`src/rtl/dm_mem_arbiter_if.sv`:
```
// Bundle of request, response and memory-bus signals for dm_mem_arbiter.
// The master modport is the arbiter's view. The slave modport is the view of
// the surrounding pipeline plus the memory.
interface dm_mem_arbiter_if #(
  parameter int ADDR_W = 32,
  parameter int DATA_W = 32
);
  logic              if_req;
  logic [ADDR_W-1:0] if_addr;
  logic              dm_read;
  logic              dm_write;
  logic [ADDR_W-1:0] dm_addr;
  logic [DATA_W-1:0] dm_wdata;
  logic              if_done;
  logic [DATA_W-1:0] if_rdata;
  logic              dm_done;
  logic [DATA_W-1:0] dm_rdata;
  logic              stall;
  logic              err;
  logic              mem_req;
  logic              mem_we;
  logic [ADDR_W-1:0] mem_addr;
  logic [DATA_W-1:0] mem_wdata;
  logic [DATA_W-1:0] mem_rdata;
  logic              mem_ack;

  modport master (
    input  if_req, if_addr, dm_read, dm_write, dm_addr, dm_wdata, mem_rdata, mem_ack,
    output if_done, if_rdata, dm_done, dm_rdata, stall, err,
           mem_req, mem_we, mem_addr, mem_wdata
  );

  modport slave (
    output if_req, if_addr, dm_read, dm_write, dm_addr, dm_wdata, mem_rdata, mem_ack,
    input  if_done, if_rdata, dm_done, dm_rdata, stall, err,
           mem_req, mem_we, mem_addr, mem_wdata
  );
endinterface

```
`src/rtl/dm_mem_arbiter.sv`:
```
// dm_mem_arbiter: shares one single-port memory between instruction fetch and
// the data-memory stage. When both sides contend, they take turns. The arbiter
// freezes the pipeline while an access is outstanding and aborts accesses the
// memory never acknowledges.
module dm_mem_arbiter #(
  parameter int ADDR_W  = 32,
  parameter int DATA_W  = 32,
  parameter int TIMEOUT = 16
) (
  input logic              clk,
  input logic              reset,
  dm_mem_arbiter_if.master bus
);
  typedef enum logic [1:0] {IDLE, GRANT_IF, GRANT_DM} state_t;
  typedef enum logic {SIDE_IF = 1'b0, SIDE_DM = 1'b1} side_t;

  // Last no-ack cycle of a grant before the access is abandoned.
  localparam logic [7:0] CNT_LAST = 8'(TIMEOUT - 1);

  state_t            state_q, state_d;
  side_t             last_q, last_d;
  logic [7:0]        cnt_q, cnt_d;
  logic              mem_req_q, mem_req_d;
  logic              mem_we_q, mem_we_d;
  logic [ADDR_W-1:0] mem_addr_q, mem_addr_d;
  logic [DATA_W-1:0] mem_wdata_q, mem_wdata_d;
  logic              if_done_q, if_done_d;
  logic              dm_done_q, dm_done_d;
  logic              err_q, err_d;
  logic [DATA_W-1:0] if_rdata_q, if_rdata_d;
  logic [DATA_W-1:0] dm_rdata_q, dm_rdata_d;

  logic dm_req;
  logic if_pend;
  logic dm_pend;
  logic pick_dm;
  logic dm_is_write;

  // A request whose done is pulsing is being consumed this cycle. It must not
  // be granted again. This keeps at least one IDLE cycle between accesses.
  assign dm_req      = bus.dm_read | bus.dm_write;
  assign dm_is_write = bus.dm_write;
  assign if_pend     = bus.if_req & ~if_done_q;
  assign dm_pend     = dm_req & ~dm_done_q;
  assign pick_dm     = dm_pend & (~if_pend | (last_q == SIDE_IF));

  assign bus.stall     = if_pend | dm_pend;
  assign bus.mem_req   = mem_req_q;
  assign bus.mem_we    = mem_we_q;
  assign bus.mem_addr  = mem_addr_q;
  assign bus.mem_wdata = mem_wdata_q;
  assign bus.if_done   = if_done_q;
  assign bus.dm_done   = dm_done_q;
  assign bus.err       = err_q;
  assign bus.if_rdata  = if_rdata_q;
  assign bus.dm_rdata  = dm_rdata_q;

  // Arbitration, handshake sequencing and timeout: next-state computation.
  always_comb begin
    state_d     = state_q;
    last_d      = last_q;
    cnt_d       = cnt_q;
    mem_req_d   = mem_req_q;
    mem_we_d    = mem_we_q;
    mem_addr_d  = mem_addr_q;
    mem_wdata_d = mem_wdata_q;
    if_rdata_d  = if_rdata_q;
    dm_rdata_d  = dm_rdata_q;
    if_done_d   = 1'b0;
    dm_done_d   = 1'b0;
    err_d       = 1'b0;
    case (state_q)
      IDLE: begin
        if (if_pend | dm_pend) begin
          state_d     = pick_dm ? GRANT_DM : GRANT_IF;
          cnt_d       = '0;
          mem_req_d   = 1'b1;
          mem_we_d    = pick_dm & dm_is_write;
          mem_addr_d  = pick_dm ? bus.dm_addr : bus.if_addr;
          mem_wdata_d = (pick_dm & dm_is_write) ? bus.dm_wdata : '0;
        end
      end
      GRANT_IF, GRANT_DM: begin
        if (bus.mem_ack) begin
          state_d   = IDLE;
          mem_req_d = 1'b0;
          mem_we_d  = 1'b0;
          if (state_q == GRANT_IF) begin
            if_done_d  = 1'b1;
            if_rdata_d = bus.mem_rdata;
            last_d     = SIDE_IF;
          end else begin
            dm_done_d = 1'b1;
            // A store returns nothing, so the last load's data is kept.
            if (!mem_we_q) dm_rdata_d = bus.mem_rdata;
            last_d = SIDE_DM;
          end
        end else if (cnt_q == CNT_LAST) begin
          state_d   = IDLE;
          mem_req_d = 1'b0;
          mem_we_d  = 1'b0;
          err_d     = 1'b1;
          if (state_q == GRANT_IF) begin
            if_done_d  = 1'b1;
            if_rdata_d = '0;
            last_d     = SIDE_IF;
          end else begin
            dm_done_d  = 1'b1;
            dm_rdata_d = '0;
            last_d     = SIDE_DM;
          end
        end else begin
          cnt_d = cnt_q + 8'd1;
        end
      end
      default: state_d = IDLE;
    endcase
  end

  // State and registered outputs. Reset abandons any access at once.
  always_ff @(posedge clk or posedge reset) begin
    if (reset) begin
      state_q     <= IDLE;
      last_q      <= SIDE_IF;
      cnt_q       <= '0;
      mem_req_q   <= 1'b0;
      mem_we_q    <= 1'b0;
      mem_addr_q  <= '0;
      mem_wdata_q <= '0;
      if_done_q   <= 1'b0;
      dm_done_q   <= 1'b0;
      err_q       <= 1'b0;
      if_rdata_q  <= '0;
      dm_rdata_q  <= '0;
    end else begin
      state_q     <= state_d;
      last_q      <= last_d;
      cnt_q       <= cnt_d;
      mem_req_q   <= mem_req_d;
      mem_we_q    <= mem_we_d;
      mem_addr_q  <= mem_addr_d;
      mem_wdata_q <= mem_wdata_d;
      if_done_q   <= if_done_d;
      dm_done_q   <= dm_done_d;
      err_q       <= err_d;
      if_rdata_q  <= if_rdata_d;
      dm_rdata_q  <= dm_rdata_d;
    end
  end
endmodule

```
`src/flat_wrapper.sv`:
```
// flat-port wrapper written by rule: the top's interface ports become plain ports
module dm_mem_arbiter_flat 
#(
  parameter int ADDR_W  = 32,
  parameter int DATA_W  = 32,
  parameter int TIMEOUT = 16
)
  (clk, reset, bus_if_req, bus_if_addr, bus_dm_read, bus_dm_write, bus_dm_addr, bus_dm_wdata, bus_mem_rdata, bus_mem_ack, bus_if_done, bus_if_rdata, bus_dm_done, bus_dm_rdata, bus_stall, bus_err, bus_mem_req, bus_mem_we, bus_mem_addr, bus_mem_wdata);
  dm_mem_arbiter_if #(.ADDR_W(ADDR_W), .DATA_W(DATA_W)) bus_i ();
  input logic clk;
  input logic reset;
  input wire logic [$bits(bus_i.if_req)-1:0] bus_if_req;
  input wire logic [$bits(bus_i.if_addr)-1:0] bus_if_addr;
  input wire logic [$bits(bus_i.dm_read)-1:0] bus_dm_read;
  input wire logic [$bits(bus_i.dm_write)-1:0] bus_dm_write;
  input wire logic [$bits(bus_i.dm_addr)-1:0] bus_dm_addr;
  input wire logic [$bits(bus_i.dm_wdata)-1:0] bus_dm_wdata;
  input wire logic [$bits(bus_i.mem_rdata)-1:0] bus_mem_rdata;
  input wire logic [$bits(bus_i.mem_ack)-1:0] bus_mem_ack;
  output wire logic [$bits(bus_i.if_done)-1:0] bus_if_done;
  output wire logic [$bits(bus_i.if_rdata)-1:0] bus_if_rdata;
  output wire logic [$bits(bus_i.dm_done)-1:0] bus_dm_done;
  output wire logic [$bits(bus_i.dm_rdata)-1:0] bus_dm_rdata;
  output wire logic [$bits(bus_i.stall)-1:0] bus_stall;
  output wire logic [$bits(bus_i.err)-1:0] bus_err;
  output wire logic [$bits(bus_i.mem_req)-1:0] bus_mem_req;
  output wire logic [$bits(bus_i.mem_we)-1:0] bus_mem_we;
  output wire logic [$bits(bus_i.mem_addr)-1:0] bus_mem_addr;
  output wire logic [$bits(bus_i.mem_wdata)-1:0] bus_mem_wdata;
  assign bus_i.if_req = bus_if_req;
  assign bus_i.if_addr = bus_if_addr;
  assign bus_i.dm_read = bus_dm_read;
  assign bus_i.dm_write = bus_dm_write;
  assign bus_i.dm_addr = bus_dm_addr;
  assign bus_i.dm_wdata = bus_dm_wdata;
  assign bus_i.mem_rdata = bus_mem_rdata;
  assign bus_i.mem_ack = bus_mem_ack;
  assign bus_if_done = bus_i.if_done;
  assign bus_if_rdata = bus_i.if_rdata;
  assign bus_dm_done = bus_i.dm_done;
  assign bus_dm_rdata = bus_i.dm_rdata;
  assign bus_stall = bus_i.stall;
  assign bus_err = bus_i.err;
  assign bus_mem_req = bus_i.mem_req;
  assign bus_mem_we = bus_i.mem_we;
  assign bus_mem_addr = bus_i.mem_addr;
  assign bus_mem_wdata = bus_i.mem_wdata;
  dm_mem_arbiter #(.ADDR_W(ADDR_W), .DATA_W(DATA_W), .TIMEOUT(TIMEOUT)) u_core (.clk(clk), .reset(reset), .bus(bus_i));
endmodule
```
`config.mk`:
```
export PLATFORM = sky130hd
export DESIGN_NAME = dm_mem_arbiter_flat
export DESIGN_NICKNAME = d
export VERILOG_FILES = /design/src/rtl/dm_mem_arbiter_if.sv /design/src/rtl/dm_mem_arbiter.sv /design/src/flat_wrapper.sv
export SDC_FILE = /design/constraint.sdc
export NUM_CORES = 1
export LEC_CHECK = 0
export ABC_AREA = 0
export CELL_PAD_IN_SITES_DETAIL_PLACEMENT = 1
export CELL_PAD_IN_SITES_GLOBAL_PLACEMENT = 2
export CORE_MARGIN = 5
export CORE_UTILIZATION = 28
export CTS_BUF_LIST = sky130_fd_sc_hd__clkbuf_2
export CTS_CLUSTER_SIZE = 25
export DETAILED_ROUTE_END_ITERATION = 8
export PLACE_DENSITY = 0.88
export SKIP_CTS_REPAIR_TIMING = 1
export SYNTH_ARGS = -nofsm -noshare
export SYNTH_HDL_FRONTEND = slang
export SYNTH_SLANG_ARGS = --single-unit
```
`constraint.sdc`:
```
create_clock -name clk -period 9.5 [get_ports clk]
set_input_delay 2.375 -clock clk [delete_from_list [all_inputs] [get_ports clk]]
set_output_delay 2.375 -clock clk [all_outputs]
set_load 0.02 [all_outputs]
```
Word-level counts from Yosys, hierarchy flattened
Cells that the tools add are included.
{ "op_classes": {"add_sub_neg": 1, "n_eq_ne": 8, "n_mux": 39, "bitwise": 12, "reduce_logical": 11} }
{ "op_table": {"columns": ["op", "count"], "rows": [
  ["two-way mux 32 bit", 11],
  ["two-way mux 8 bit", 3],
  ["two-way mux 1 bit", 17],
  ["one-hot mux 8 bit (2 select lines)", 1],
  ["adder 8 x 1 -> 8 bit, second input constant", 1],
  ["equality test 8 x 4 -> 1 bit, second input constant", 1],
  ["two-way mux 2 bit", 4],
  ["!= test 2 bit, second input constant", 4],
  ["AND reduction 4 bit", 2],
  ["AND reduction 2 bit", 3],
  ["AND reduction 3 bit", 2],
  ["NOT 1 bit", 5],
  ["bitwise AND 1 bit", 4],
  ["one-hot mux 1 bit (2 select lines)", 2],
  ["one-hot mux 2 bit (2 select lines)", 1],
  ["nonzero test 2 bit", 2],
  ["!= test 3 x 2 -> 1 bit, second input constant", 1],
  ["bitwise OR 1 bit", 3],
  ["equality test 2 x 1 -> 1 bit, second input constant", 1],
  ["equality test 2 bit, second input constant", 1],
  ["logical NOT 2 bit", 1],
  ["OR reduction 2 bit", 1]
]} }
{ "totals": {"regBits": 144, "wordCells": 83} }

Depth between registers and ports, before layout
{ "depth": {"ltp_word": 8, "depth_mapped": 7} }

Least setup slack after synthesis
No wires, ideal clock.
{ "synth_timing": {"path_type": "input to output", "start": "input bus_if_req", "end": "output bus_stall", "arrival_time_ps": 2904, "required_ps": 7125, "setup_slack_ps": 4221, "path_stages": 3, "n_path_buf": 0, "path_cell_list": "nor2b_1 nor2_1 inv_1"} }
{ "synth_via": {"elab_chain_cells": 2} }
{ "synth_lines": {"columns": ["element", "line_no", "text"], "rows": [
  ["from (decl)", "flat_wrapper.sv:12", "input wire logic [$bits(bus_i.if_req)-1:0] bus_if_req;"],
  ["bitwise AND 1 bit", "dm_mem_arbiter.sv:43", "assign if_pend = bus.if_req & ~if_done_q;"],
  ["bitwise OR 1 bit", "dm_mem_arbiter.sv:47", "assign bus.stall = if_pend | dm_pend;"],
  ["to (decl)", "flat_wrapper.sv:24", "output wire logic [$bits(bus_i.stall)-1:0] bus_stall;"]
]} }
No other way between the ends.

Worst setup path in the final report
Ends and elaborated chain as after synthesis.

==> flow_summary.ini <==
[run_status]
status = completed

[cts]
cts_tree = done
cts.clk_slew.worst_paths_ns = 0.18
number_of_clock_sinks = 144
cts.htree.levels = 4
cts_buffers = 17
later_pin_clock_latency_in_the_skew_report_ns = 0.72
cts.root.buffer_cell = sky130_fd_sc_hd__clkbuf_2
cts.path.max_buffers = 2

[floorplan]
width_of_the_die_um = 153
fp.dieArea_mm2 = 0.0235
floorplan.rows = 52
design.portCount = 268
coreArea_mm2 = 0.0202
start_util_pct = 28.4
dieHeight_um = 153

[timing]
final.hold.worst_slack_ns = 0.511
skew_ns = 0.0496
fin_crit_sh_pct = 68.8
worst_slew_pin_slew_ns = 1.28
fin_tns_setup_ns = 0
setup_viol = 0
setup_repair_after_global_routing_missed_its_margin = no
timing.final.hold_violations = 0
timing.slew.headroom_pct = 14.3
fin_crit_ns = 6.54
fin_ws_ns = 2.96
final-max-slew-violation-count = 0
max_freq_mhz = 153

[yosys]
syn_inst = 451
synth_area_leader_cell = sky130_fd_sc_hd__dfrtp_1
ys_seq_elements = 144
synth.net_count = 588
synth-edff-count = 0
yosys_most_used_dff = sky130_fd_sc_hd__dfrtp_1
ys_async_rst_share_pct = 100
netlist.area_leader.share_pct = 62.7
synth_cell_types = 37
synth_area_leaders = sky130_fd_sc_hd__dfrtp_1 63%, sky130_fd_sc_hd__a22o_1 15%, sky130_fd_sc_hd__mux2i_1 5.7%
combined_area_of_all_synthesized_cells_mm2 = 0.00575
total_of_warnings_raised_by_yosys = 0
synth_seq_area_share_pct = 62.7
mean_instance_size_in_the_synthesized_netlist_um2 = 12.8

[detailed_routing]
drt-vias-per-instance = 4.88
wire_per_inst_um = 20.1
antenna_left = 0
drt_wl_total_um = 20000
dr_total_vias = 4856
drcViolationCount = 0
drt_first_iter_violations = 157
first_pass_iteration_count_of_the_detailed_router = 4

[placement]
gp_congestion = 0.826
dp_hpwl_um = 14700
place_worst_setup_slack_ns = 2.95
buffer_ports.inserted = 267

[global_routing]
gr-usage-all-layers_pct = 16.8
number_of_global_route_vias_before_repair = 5519
antenna_violations_before_repair = 0
grt_start_max_net_pins = 99
grt_pass1_wl_um = 31700
grt-ovfl-total = 0

[layout]
mostFrequentLayoutCell = sky130_fd_sc_hd__clkdlybuf4s50_1
final_core_utilization_pct = 44.2
share_of_layout_cells_above_drive_strength_1_pct = 6.62
design.final.nets = 849
layout-area-overhead-vs-synth_pct = 55.5
final_cell_mix = 267 x sky130_fd_sc_hd__clkdlybuf4s50_1, 144 x sky130_fd_sc_hd__dfrtp_1, 98 x sky130_fd_sc_hd__a22o_1, 38 x sky130_fd_sc_hd__nand2_1, 33 x sky130_fd_sc_hd__mux2i_1
num_antenna_cells = 0

[min_path]
timing.hold.worst.start = u_core.bus.mem_addr[13]$_DFFE_PP0P_
holdCritPathClass = reg2reg

[setup_path]
critPathArrivalTime_ns = 4.16
maximum_fanout_encountered_on_the_critical_timing_path = 4
reg2reg_from = u_core.bus.if_done$_DFF_PP0_
reg2reg_slack_ns = 6.69
setup.worst_path.end_class = output pin
critical_path_required_ns = 7.13
worstSetupStartpoint = bus_if_req
critPathLaunchType = input port
critPathKind = in2out

[power]
ir_drop_mv = 0.170
power_density_mw_per_mm2 = 332
fin_total_pwr_mw = 2.97
leakage_nw = 3.93

[flow_run]
timing.max_cap.violations = 0
routing by layer:
| layer | vias up | part of all wire [%] | global-route usage (%) |
|---|---|---|---|
| met2 | 216 | 47 | 27.5 |
| met3 | 20 | 10 | 8.14 |
| met1 | 2427 | 42 | 20.2 |
| met4 | 0 | 1.3 | 3.73 |
| met5 | - | 0 | 0 |
| li1 | 2193 | - | - |
cell usage after synthesis, types with 2 or more instances:
library cell	number
sky130_fd_sc_hd__nand2_1	38
sky130_fd_sc_hd__a21oi_1	7
sky130_fd_sc_hd__nand3_1	3
sky130_fd_sc_hd__a22o_1	98
sky130_fd_sc_hd__buf_4	2
sky130_fd_sc_hd__ha_1	3
sky130_fd_sc_hd__buf_2	11
sky130_fd_sc_hd__dfrtp_1	144
sky130_fd_sc_hd__mux2i_1	33
sky130_fd_sc_hd__nor4_1	2
sky130_fd_sc_hd__clkbuf_1	14
sky130_fd_sc_hd__inv_1	11
sky130_fd_sc_hd__nor3_1	2
sky130_fd_sc_hd__o21ai_0	24
sky130_fd_sc_hd__and3_1	3
sky130_fd_sc_hd__nand2b_1	7
sky130_fd_sc_hd__nor2_1	6
sky130_fd_sc_hd__o21ai_1	13
sky130_fd_sc_hd__a31oi_1	10
sky130_fd_sc_hd__buf_6	3
stage by stage:
step                instance area [um2]  cells
finish                             8940    995
global route                       8940    995
CTS                                8940    995
detailed placement                 8670    963
global placement                   8670    963
floorplan                          5750    451
worst paths after layout:
path / endpoint / cells past startpoint
worst max-delay path: bus_stall / 5
worst min-delay path: u_core.bus.mem_addr[13]$_DFFE_PP0P_ / 2
worst max register to register: u_core.bus.mem_wdata[7]$_DFFE_PP0P_ / 5
worst min register to register: u_core.bus.mem_addr[13]$_DFFE_PP0P_ / 2
max in group asynchronous: u_core.bus.if_rdata[14]$_DFFE_PP0P_ / 3
min in group asynchronous: u_core.bus.if_rdata[5]$_DFFE_PP0P_ / 2
sequential cells by signal, summed over array words and instances, names as in the netlist:
register,count
u_core.bus.if_done,1
u_core.bus.err,1
u_core.bus.mem_we,1
u_core.bus.if_rdata,32
u_core.cnt_q,8
u_core.last_q,1
u_core.bus.mem_req,1
u_core.bus.mem_addr,32
u_core.bus.mem_wdata,32
u_core.bus.dm_done,1
u_core.state_q,2
u_core.bus.dm_rdata,32
cell families (layout without fill, tap and decap cells):
kind of cell	Yosys count	in the layout	synth area share, %
buf+inv	41	315	3.44
fa+ha+maj	3	3	0.653
mux	33	33	5.74
simple gates	68	68	5.94
compound gates	162	162	21.6
flops	144	144	62.7
critical path, stage by stage:
cell                              delay, ns
sky130_fd_sc_hd__clkdlybuf4s50_1       0.47
sky130_fd_sc_hd__nor2b_1               0.45
sky130_fd_sc_hd__nor2_1                0.14
sky130_fd_sc_hd__inv_1                 0.09
sky130_fd_sc_hd__clkdlybuf4s50_1       0.62
layout make-up:
class	instances	area (um2)
fill	2162	11300
sequential	144	3600
timing repair buffer	272	2710
multi-input combinational	266	1970
tap	270	338
clock inverter	14	179
clock buffer	18	90.1
inverter	11	46.3
where the power goes:
group          switching [mW]  internal [mW]
combinational           0.821          0.720
sequential              0.160          0.867
clock                   0.245          0.153
total                    1.23           1.74
Note: power is estimated with default switching activity, not from simulation.
==> patch 1 (same settings) <==
`DATA_W` is set to 32 in 3 places; all go to 64.
--- a/src/rtl/dm_mem_arbiter_if.sv
+++ b/src/rtl/dm_mem_arbiter_if.sv
@@ -3,7 +3,7 @@
 // the surrounding pipeline plus the memory.
 interface dm_mem_arbiter_if #(
   parameter int ADDR_W = 32,
-  parameter int DATA_W = 32
+  parameter int DATA_W = 64
 );
   logic              if_req;
   logic [ADDR_W-1:0] if_addr;
--- a/src/rtl/dm_mem_arbiter.sv
+++ b/src/rtl/dm_mem_arbiter.sv
@@ -4,7 +4,7 @@
 // memory never acknowledges.
 module dm_mem_arbiter #(
   parameter int ADDR_W  = 32,
-  parameter int DATA_W  = 32,
+  parameter int DATA_W  = 64,
   parameter int TIMEOUT = 16
 ) (
   input logic              clk,
--- a/src/flat_wrapper.sv
+++ b/src/flat_wrapper.sv
@@ -2,7 +2,7 @@
 module dm_mem_arbiter_flat 
 #(
   parameter int ADDR_W  = 32,
-  parameter int DATA_W  = 32,
+  parameter int DATA_W  = 64,
   parameter int TIMEOUT = 16
 )
   (clk, reset, bus_if_req, bus_if_addr, bus_dm_read, bus_dm_write, bus_dm_addr, bus_dm_wdata, bus_mem_rdata, bus_mem_ack, bus_if_done, bus_if_rdata, bus_dm_done, bus_dm_rdata, bus_stall, bus_err, bus_mem_req, bus_mem_we, bus_mem_addr, bus_mem_wdata);
Ports: changed (5 resized); port bits go from 268 to 428. The function was not compared with the original's and may differ.
==> patch 1 against the unedited design <==
  * Cell count is 57% higher
  * Total power is 73% higher
  * Hold slack worse by 0.032 ns
  * Cell area is 60% higher
  * Setup slack better by 0.071 ns
  * Critical path depth is 1 lower
  * Sequential cell count is 96 higher
  * Wire length is 71% higher
  * Sequential share of layout area is 1.7 points higher
  * Maximum frequency is 1.1% higher
  * Area after synthesis is 57% higher
  * Core utilization is 0.95 points higher
==> patch 1: results (changes against the unedited design) <==
[run_status]
status = completed

[power]
cellLeakagePower_nw = 6.52  ; +66%
vdd_drop_max_mv = 0.175  ; +2.8%

[worst_setup_path]
worstSetupPathType = input port to output port
cp_max_fo = 5  ; +1
worstPathArrival_ns = 4.09  ; -0.07 ns
r2r_cells = 6  ; +1
timing.rr.start = u_core.state_q[0]
startpoint = bus_dm_read

[layout]
layout.nets = 1315  ; +55%
layout-drive-gt1-share_pct = 10.6  ; +3.9 points
syn2layout_area_growth_pct = 58.2
fill_cells = 3393  ; +57%

[global_routing]
antenna_found_initial = 1  ; +1
grt_first_pass_wirelength_um = 52100  ; +65%
grt_pass1_vias = 8392  ; +52%
grt.total_usage_pct = 18.5  ; +1.7 points
grt_max_degree = 157  ; +59%

[logic_synthesis]
synth_area_leaders = dfrtp_1 66%, a22o_1 19%, mux2i_1 3.8%
ys_types = 31  ; -16%
synth_common_cells = 240 x dfrtp_1, 193 x a22o_1, 41 x nand2_1
yosys_warnings = 0  ; unchanged
synth_nets = 860  ; +46%
seq_area_frac_synth_pct = 66.4  ; +3.7 points
synth_ff_type = dfrtp_1
synthArstFlopShare_pct = 100  ; unchanged

[route]
postRouteWirelength_um = 34200  ; +71%
first_iter_violations = 347  ; +120%
drt_first_pass_iters = 4  ; unchanged
vias = 7687  ; +58%

[cts]
clk_pin_slew_worst_paths_ns = 0.06  ; -0.12 ns
clk_path_buf_depth = 3  ; +1
ctsRootBufferMaster = clkbuf_2
worstSkewPairLatency_ns = 0.84  ; +0.12 ns
cts_max_level = 3  ; -1
cts-buffers-inserted = 70  ; +53

[placement]
hpwl_um = 23800  ; +62%
port_buffers = 427  ; +60%
gp_congestion = 0.831  ; +0.56%

[min_path]
holdPathStages = 2  ; unchanged
hp-class = register to register
holdCritStartpoint = u_core.bus.mem_addr[0]

[timing]
worstMarginPinSlew_ns = 0.971  ; -0.310 ns
finClkSkew_ns = 0.0517  ; +0.00210 ns

[patch 1: layout make-up]
cell class                 instances  share of cell area [%]
tap                              402                    3.51
inverter                           8                   0.262
clock inverter                    25                    1.10
timing repair buffer             435                    30.4
multi-input combinational        359                    19.4
antenna                            1                  0.0175
sequential                       240                    42.0
clock buffer                      97                    3.39
[patch 1: path summary, 6_finish.rpt]
check / slack [ns] / to
worst max register to register: 6.97 / u_core.bus.dm_rdata[40]
worst min register to register: 0.48 / u_core.bus.mem_addr[0]
max in group asynchronous: 6.17 / u_core.bus.mem_addr[18]
worst min-delay path: 0.48 / u_core.bus.mem_addr[0]
worst max-delay path: 3.03 / bus_stall
min in group asynchronous: 2.00 / u_core.bus.dm_rdata[28]
[patch 1: where the power goes]
part	switching [mW]	internal [mW]	total (mW)
Clock	0.463	0.331	0.794
Combinational	1.35	1.22	2.57
Sequential	0.282	1.48	1.76
Total	2.09	3.03	5.12
[patch 1: per-layer routing]
| layer | vias to the layer above | global-route usage [%] | part of all wire, % | wire length (um) |
|---|---|---|---|---|
| met3 | 87 | 5.06 | 5.8 | 1980 |
| met1 | 3902 | 21.6 | 40 | 13600 |
| met5 | - | 0 | 0 | 0 |
| met2 | 281 | 31.8 | 50 | 17300 |
| met4 | 0 | 8.38 | 4.0 | 1370 |
| li1 | 3417 | - | - | - |
[patch 1: through the flow]
stage | setup WS, ns | hold WS, ns | cell area [sq um] | cells
after floorplan | 0.537 | 0.466 | 9050 | 659
after global placement | 3.07 | 0.461 | 13700 | 1444
after detailed placement | 3.06 | 0.470 | 13700 | 1444
after CTS | 3.04 | 0.487 | 14300 | 1566
after global routing | 2.97 | 0.511 | 14300 | 1567
final | 3.03 | 0.479 | 14300 | 1567
[patch 1: logic make-up after synthesis]
family,count (synthesis),share of synthesized area (%)
compound gates,252,22.5
fa+ha+maj,3,0.415
buf+inv,60,3.36
flops,240,66.4
mux,34,3.76
simple gates,70,3.57
[patch 1: worst max-delay path, stage by stage]
cell and delay [ns]:
clkdlybuf4s50_1 0.46, o21bai_1 0.47, nand2_1 0.20, clkdlybuf4s50_1 0.59
==> patch 2 (same flow settings) <==
Made on the original files. Make the reset (`reset`) synchronous in one clocked block.
--- a/src/rtl/dm_mem_arbiter.sv
+++ b/src/rtl/dm_mem_arbiter.sv
@@ -118,7 +118,7 @@
   end
 
   // State and registered outputs. Reset abandons any access at once.
-  always_ff @(posedge clk or posedge reset) begin
+  always_ff @(posedge clk) begin
     if (reset) begin
       state_q     <= IDLE;
       last_q      <= SIDE_IF;
Formal check against the unedited RTL: differs if reset is asserted again (counterexample within 4 cycles, from zero or initial values and one cycle with reset high); with reset held inactive, the same outputs for 4 cycles.
==> patch 2 against the unedited design <==
  * Sequential cell count stayed put
  * Non-clock buffer count is 2 higher
  * Setup slack better by 0.23 ns
  * Cell area is 7.9% lower
  * Critical endpoint unchanged
  * Highest routed layer unchanged
  * Die area is 9.7% lower
  * Wire length is 0.93% lower
  * Area after synthesis is 10% lower
  * Synthesized cell count is 4.7% higher
  * Maximum frequency is 3.7% higher
Power is not compared: it rests on default switching activity, and its combinational part moved more than twofold at a synthesized area within 25%.
==> patch 2: results (changes against the unedited design) <==
[worst_setup_path]
crit_path_max_incr_delay_ns = 0.57  ; -0.05 ns
startpoint = bus_dm_write
regToRegSetupSlack_ns = 7.06  ; +0.37 ns
worstPathArrival_ns = 3.93  ; -0.23 ns
timing.rr.start = u_core.state_q[1]
path_delay_family = buffers and inverters
r2r_cells = 6  ; +1
cp_max_fo = 5  ; +1
reg2reg_to = u_core.bus.mem_addr[5]

[layout]
nMultiInputCombCells = 284  ; +6.8%
layout-drive-gt1-share_pct = 7.69  ; +1.1 points
bufAreaShareNonClock_pct = 33.0  ; +2.7 points
antenna_cells = 1  ; +1
clock_buffers = 17  ; -1
clockNetworkAreaShare_pct = 3.04  ; +0.029 points
multi_input_area_share_pct = 25.1  ; +3.0 points
seqCellArea_sq_um = 2880  ; -20%
fill_cells = 1967  ; -9.0%
n_all_inverters = 7  ; -4
nNonClkBuffers = 274  ; +0.74%
layout.nets = 866  ; +2.0%

[logic_synthesis]
synth_nets = 610  ; +3.7%
synth_area_leaders = dfxtp_1 56%, a22o_1 11%, a222oi_1 6.2%
ys_types = 53  ; +43%
seq_area_frac_synth_pct = 55.9  ; -6.8 points
synthArstFlopShare_pct = 0  ; -100 points
synth_common_cells = 144 x dfxtp_1, 71 x nor2_1, 64 x a22o_1

[min_path]
hold_end = u_core.bus.if_rdata[15]
holdCritStartpoint = u_core.bus.if_rdata[15]
holdPathStages = 1  ; -1

[run_status]
status = completed

[global_routing]
grt_max_degree = 74  ; -25%
grt.total_usage_pct = 18.1  ; +1.3 points
grt_first_pass_wirelength_um = 31200  ; -1.4%
grt_pass1_vias = 5554  ; +0.63%
antenna_found_initial = 1  ; +1

[route]
first_iter_violations = 307  ; +96%
drt_first_pass_iters = 5  ; +1
via_per_inst = 5.24  ; +7.4%
wl_per_cell_um = 20.4  ; +1.5%

[timing]
min_period_ns = 6.30  ; -0.233 ns
finClkSkew_ns = 0.0385  ; -0.0111 ns
slew_headroom_pct = 11.3  ; -3.0 points

[cts]
clk_pin_slew_worst_paths_ns = 0.23  ; +0.05 ns
ctsRootBufferMaster = clkbuf_2
clock_sink_count = 144  ; unchanged

[placement]
gp_congestion = 0.789  ; -4.5%
hpwl_um = 14500  ; -1.3%
pre_cts_ws_ns = 3.19  ; +0.234 ns
port_buffers = 267  ; unchanged

[power]
cellLeakagePower_nw = 3.03
pg_seq_mw = 0.688
vdd_drop_max_mv = 0.101

-- patch 2: stage by stage --
| stage | cell area (sq um) | hold WS, ns | power (mW) | cells |
|---|---|---|---|---|
| floorplan | 5160 | 0.470 | 0.927 | 472 |
| global placement | 7980 | 0.455 | 1.12 | 938 |
| detailed placement | 7980 | 0.456 | 1.14 | 938 |
| CTS | 8230 | 0.512 | 1.52 | 970 |
| global route | 8240 | 0.521 | 1.58 | 971 |
| finish | 8240 | 0.507 | 1.50 | 971 |
-- patch 2: layer usage --
metal	up-vias	global-route usage (%)	share of wire, %
met5	-	0	0
met4	0	5.27	1.1
met3	23	8.44	10
met2	237	30.2	48
met1	2492	20.8	41
li1	2338	-	-
-- patch 2: kinds of logic (layout without fill, tap and decap cells) --
group | after synthesis | in the layout | share of synthesized area (%)
AOI/OAI and AO/OA | 170 | 170 | 28.5
adders and majority gates | 4 | 4 | 0.971
buffers and inverters | 44 | 313 | 4.51
DFF | 144 | 144 | 55.9
other | 0 | 1 | 0
and+or+nand+nor | 110 | 110 | 10.1
